## src/rtl/alu_arbiter_8.sv

```systemverilog
// Round-robin 8-way ALU operand-port arbiter; grant registered one edge after req seen in IDLE, at least one dead cycle between grants.
// No backpressure: a grant is held until done, requester withdrawal, or MAX_HOLD cycles, then force-released with a timeout pulse.
module alu_arbiter_8 #(
    parameter int WIDTH    = 32,
    parameter int MAX_HOLD = 15
) (
    input  logic       i_clk,
    input  logic       i_rstb,
    input  logic [7:0] i_req,
    input  logic       i_done,
    output logic [7:0] o_grant,
    output logic [2:0] o_owner,
    output logic [2:0] o_sel,
    output logic       o_busy,
    output logic       o_timeout
);

    generate
        if (WIDTH < 1 || MAX_HOLD < 1 || MAX_HOLD > 255) begin : g_param_check
            $error("alu_arbiter_8: WIDTH must be >= 1 and MAX_HOLD in 1..255");
        end
    endgenerate

    localparam logic [7:0] HOLD_LAST = 8'(MAX_HOLD - 1);

    typedef enum logic {
        S_IDLE,
        S_BUSY
    } state_t;

    state_t     r_state;
    state_t     w_state_nxt;
    logic [7:0] r_grant;
    logic [2:0] r_owner;
    logic [2:0] r_ptr;
    logic [7:0] r_hold;
    logic       r_busy;
    logic       r_timeout;

    logic [2:0] w_winner;
    logic       w_any_req;
    logic       w_limit;
    logic       w_release;

    // Scan from the highest offset down so the lowest offset from ptr wins.
    always_comb begin
        w_winner = r_ptr;
        for (int i = 7; i >= 0; i--) begin
            if (i_req[r_ptr + 3'(i)]) begin
                w_winner = r_ptr + 3'(i);
            end
        end
    end

    assign w_any_req = |i_req;
    assign w_limit   = (r_hold == HOLD_LAST);

    always_comb begin
        w_state_nxt = r_state;
        w_release   = 1'b0;
        case (r_state)
            S_IDLE: begin
                if (w_any_req) begin
                    w_state_nxt = S_BUSY;
                end
            end
            S_BUSY: begin
                w_release = i_done | ~i_req[r_owner] | w_limit;
                if (w_release) begin
                    w_state_nxt = S_IDLE;
                end
            end
            default: w_state_nxt = S_IDLE;
        endcase
    end

    always_ff @(posedge i_clk) begin
        if (!i_rstb) begin
            r_state   <= S_IDLE;
            r_grant   <= 8'h00;
            r_owner   <= 3'd0;
            r_ptr     <= 3'd0;
            r_hold    <= 8'd0;
            r_busy    <= 1'b0;
            r_timeout <= 1'b0;
        end else begin
            r_state   <= w_state_nxt;
            // Timeout only when the hold limit is the sole release cause.
            r_timeout <= (r_state == S_BUSY) & w_limit & ~i_done & i_req[r_owner];
            if (r_state == S_IDLE) begin
                if (w_any_req) begin
                    r_grant <= 8'h01 << w_winner;
                    r_owner <= w_winner;
                    r_busy  <= 1'b1;
                    r_hold  <= 8'd0;
                end
            end else begin
                r_hold <= r_hold + 8'd1;
                if (w_release) begin
                    r_grant <= 8'h00;
                    r_busy  <= 1'b0;
                    r_ptr   <= r_owner + 3'd1;
                end
            end
        end
    end

    assign o_grant   = r_grant;
    assign o_owner   = r_owner;
    assign o_sel     = {r_owner[1:0], r_owner[2]};
    assign o_busy    = r_busy;
    assign o_timeout = r_timeout;

endmodule

```

## config.mk

```make
export PLATFORM = sky130hd
export DESIGN_NAME = alu_arbiter_8
export DESIGN_NICKNAME = d
export VERILOG_FILES = /design/src/rtl/alu_arbiter_8.sv
export SDC_FILE = /design/constraint.sdc
export NUM_CORES = 1
export LEC_CHECK = 0
export CORE_ASPECT_RATIO = 2
export CORE_UTILIZATION = 48
export DETAILED_ROUTE_END_ITERATION = 8
export PLACE_DENSITY = 0.77
export REMOVE_ABC_BUFFERS = 1
export SETUP_SLACK_MARGIN = 0.5
export SLEW_MARGIN = 10
export SYNTH_ARGS = -nofsm -noshare
export SYNTH_HDL_FRONTEND = slang
export SYNTH_SLANG_ARGS = --single-unit
```

## constraint.sdc

```tcl
create_clock -name i_clk -period 3.9 [get_ports i_clk]
set_input_delay 0.39 -clock i_clk [delete_from_list [all_inputs] [get_ports i_clk]]
set_output_delay 0.39 -clock i_clk [all_outputs]
set_load 0.03 [all_outputs]
```

==> run metrics <==
routed wire length=4.99 mm; clock-pin slew on the worst setup and hold paths=about 0.090 ns; GRT Residual Overflow=0; Post-CTS Setup Repair Bufs=0; Worst Clk Skew=0.00666 ns; IR Drop Worst-Case VDD=around 0.00044 V; wire length of the first global-routing pass=8.15 mm; worst setup margin=0.797 ns; area of the core=4130 um2; Ant. Diodes=0; final-report hold violation count=0; number of iterations in the first detailed-routing pass=4; H-tree depth=1; FILL cells=372; gate count of the mapped netlist=219; category of the worst setup path capture point=register; start point of the worst min-delay path=o_grant[2]; max-slew violation count=0; number of clock buffers inserted by TritonCTS=3; Placement Setup Slack=0.694 ns; clk sinks=25; main area contributors after synthesis=sky130_fd_sc_hd__dfxtp_1, sky130_fd_sc_hd__mux4_2, sky130_fd_sc_hd__mux2i_1, sky130_fd_sc_hd__a21oi_1, sky130_fd_sc_hd__mux4_1; area growth from synthesis to layout=14.3%; setup repair after global routing missed its margin=false; placement row count=33; YS warnings=0; leakage power of the design=0.880 nW; fin util=57.8%; critical path arrival=3.32 ns; via count of the first global-routing pass=roughly 1800; end of the worst register-to-register path=o_grant[5]; area taken by flip-flops and latches=500 um2; TritonCTS clock tree=built; number of instances resized during post-cts repair=0; Vias=1832; Die Wd=about 50 um; total negative slack for setup checks=0 ns; Cell Count, Final, Fillers Out=293; library cell used as clock root buffer=sky130_fd_sc_hd__clkbuf_8; number of flops mapped to enable cells by yosys=0; final-report setup violation count=0; y dimension of the die=roughly 95 um; synthesized area per cell=9.52 um2; R2R cell count=8; estimated wirelength of the detail-placed design=3.88 mm; PortBufs=26; result of the run=completed; Period minus WS final=slightly above 3 ns; GRT Total Usage=22.8%; Skew-Pair Late Insertion Delay=0.27 ns; share of the clock period used by the worst path after layout=79.6%; register-to-register setup slack=0.80 ns; maximum number of pins on one net before global-route repair=24; initial core utilization=50.5%; count of maximum capacitance violations=0; Iter 0 DRT Violations=48; CP max FO=12; number of nets with antenna violations after detailed routing=0; weighted congestion reported at the end of routability-driven placement=0.944; transition time at the pin with the least slew margin=0.608 ns; Setup crit start kind=register; instance count along the most critical hold path=2; Unique masters post-synth=between 60 and 70; leading area contributor after synthesis=sky130_fd_sc_hd__dfxtp_1; worst min-delay path class=register to register; number of synthesized register bits=25; placed cell areas=2340 um2; top-area cell type share of the netlist area=between 20% and 30%; endpoint required time on the critical path=roughly 4.1 ns; antenna violations before repair=0; Post-synth top flop=sky130_fd_sc_hd__dfxtp_1; multi-input logic area=1420 um2; DRC=0; post-DR vias/cell=6.25; Ports=27; register area share after synthesis=24.0%; cts-stage hold buffer count=0; clock tree buffer depth=2; Slew headroom=between 50% and 60%; Hold Path Sink=o_grant[2]; routed wire length per instance=approximately 17 um; DIE AREA=4630 um2; Final #Nets=approximately 260; critical setup path kind=register to register; fraction of layout cells with a size suffix above 1=17.8%; worst reg2reg startpoint=r_ptr[1]; netlist area before placement=2090 um2; PwrDens=between 400 and 500 nW/um2; Inst Count DP=289; area of all placed cells without fillers=2380 um2; async set-reset flop share out of synthesis=0%; Peak Freq=around 320 MHz
==> worst max-delay path by stage <==
stage / to / slack, ns / depth (start not counted) / from
after global routing: o_grant[3] / 0.62 / 9 / r_ptr[1]
after floorplan: o_grant[0] / 0.59 / 8 / r_ptr[0]
after CTS: o_grant[0] / 0.81 / 8 / r_ptr[1]
after detailed placement: o_grant[0] / 0.69 / 8 / i_req[7]
after global placement: o_grant[4] / 0.73 / 8 / i_req[7]
final: o_grant[5] / 0.80 / 8 / r_ptr[1]
==> Yosys cell counts (2+ instances only) <==
cell and number:
sky130_fd_sc_hd__a31oi_1 2, sky130_fd_sc_hd__and2_1 3, sky130_fd_sc_hd__a32o_2 4, sky130_fd_sc_hd__mux2i_1 14, sky130_fd_sc_hd__o21ai_0 7, sky130_fd_sc_hd__or2_2 4
sky130_fd_sc_hd__nor3b_1 2, sky130_fd_sc_hd__a21oi_1 19, sky130_fd_sc_hd__xor2_1 2, sky130_fd_sc_hd__mux4_2 9, sky130_fd_sc_hd__mux2i_4 2, sky130_fd_sc_hd__buf_6 2
sky130_fd_sc_hd__o22ai_1 2, sky130_fd_sc_hd__and3_1 3, sky130_fd_sc_hd__a211oi_1 6, sky130_fd_sc_hd__dfxtp_1 25, sky130_fd_sc_hd__clkbuf_1 2, sky130_fd_sc_hd__mux2_2 2
sky130_fd_sc_hd__mux4_1 3, sky130_fd_sc_hd__nand4_1 3, sky130_fd_sc_hd__nor4_1 3, sky130_fd_sc_hd__o221ai_1 2, sky130_fd_sc_hd__nand2_1 20, sky130_fd_sc_hd__o31ai_1 4
sky130_fd_sc_hd__nor2_1 9, sky130_fd_sc_hd__ha_1 5, sky130_fd_sc_hd__nor2b_1 2, sky130_fd_sc_hd__inv_1 11, sky130_fd_sc_hd__a221oi_1 2, sky130_fd_sc_hd__clkbuf_8 2
sky130_fd_sc_hd__buf_4 4, sky130_fd_sc_hd__nand3_1 10
==> routing by layer <==
metal	track usage [%]	part of all wire [%]
met5	0	0
met4	12.7	4.3
met3	1.75	2.4
met2	44.1	55
met1	23.5	38
==> cell families (layout without fill, tap and decap cells) <==
family | count (synthesis) | count (layout) | synth area share [%]
flip-flops | 25 | 25 | 24.0
AO/OA/AOI/OAI | 60 | 60 | 20.8
multiplexers | 32 | 32 | 24.7
adder cells (fa/ha/maj) | 5 | 5 | 3.00
buffers and inverters | 25 | 47 | 7.92
XOR/XNOR | 5 | 5 | 2.82
AND/OR/NAND/NOR | 67 | 67 | 16.9
==> state kept, by name (all words and copies together) (netlist names) <==
register   flops
r_hold         8
r_ptr          3
o_busy         1
o_owner        3
o_grant        8
r_state        1
o_timeout      1
==> worst max-delay path, cell delays in order, from the launching register on <==
cell and delay (ns):
sky130_fd_sc_hd__dfxtp_1 0.35, sky130_fd_sc_hd__inv_2 0.10, sky130_fd_sc_hd__ha_1 0.60, sky130_fd_sc_hd__mux4_2 0.51, sky130_fd_sc_hd__mux2i_1 0.35, sky130_fd_sc_hd__o22ai_1 0.15
sky130_fd_sc_hd__or4_4 0.47, sky130_fd_sc_hd__a211oi_4 0.32, sky130_fd_sc_hd__a32o_2 0.21
==> power breakdown <==
group          internal (W)  total, W  switching (W)  leakage, nW
clock             0.0000715  0.000153      0.0000814       0.0255
combinational      0.000312  0.000709       0.000397        0.651
sequential         0.000287  0.000328      0.0000414        0.204
total              0.000671   0.00119       0.000520        0.880
==> final cells by class <==
cell class                      instances  share of cell area, %
Clock buffer                            3                   1.73
Clock inverter                          1                  0.210
Inverter                               13                   2.62
Multi-Input combinational cell        169                   59.5
Sequential cell                        25                   21.0
Tap cell                               52                   2.73
Timing Repair Buffer                   30                   12.2
==> metrics by stage <==
step / power (W) / hold slack, ns
4_1_cts: 0.00119 / 0.469
3_5_place_dp: 0.00104 / 0.448
3_3_place_gp: 0.00104 / 0.439
5_1_grt: 0.00127 / 0.500
2_1_floorplan: 0.000845 / 0.453
6_report: 0.00119 / 0.461
==> cell usage in the layout (no fill, tap or decap), types with 4 or more instances in the layout <==
master / count
sky130_fd_sc_hd__nand2_1: 20
sky130_fd_sc_hd__ha_1: 5
sky130_fd_sc_hd__nor2_1: 9
sky130_fd_sc_hd__buf_4: 4
sky130_fd_sc_hd__a211oi_1: 6
sky130_fd_sc_hd__o21ai_0: 7
sky130_fd_sc_hd__nand3_1: 10
sky130_fd_sc_hd__or2_2: 4
sky130_fd_sc_hd__dfxtp_1: 25
sky130_fd_sc_hd__clkdlybuf4s50_1: 26
sky130_fd_sc_hd__a32o_2: 4
sky130_fd_sc_hd__mux4_2: 9
sky130_fd_sc_hd__a21oi_1: 19
sky130_fd_sc_hd__inv_1: 11
sky130_fd_sc_hd__mux2i_1: 14
sky130_fd_sc_hd__o31ai_1: 4
Power figures use the tool's default switching activity.
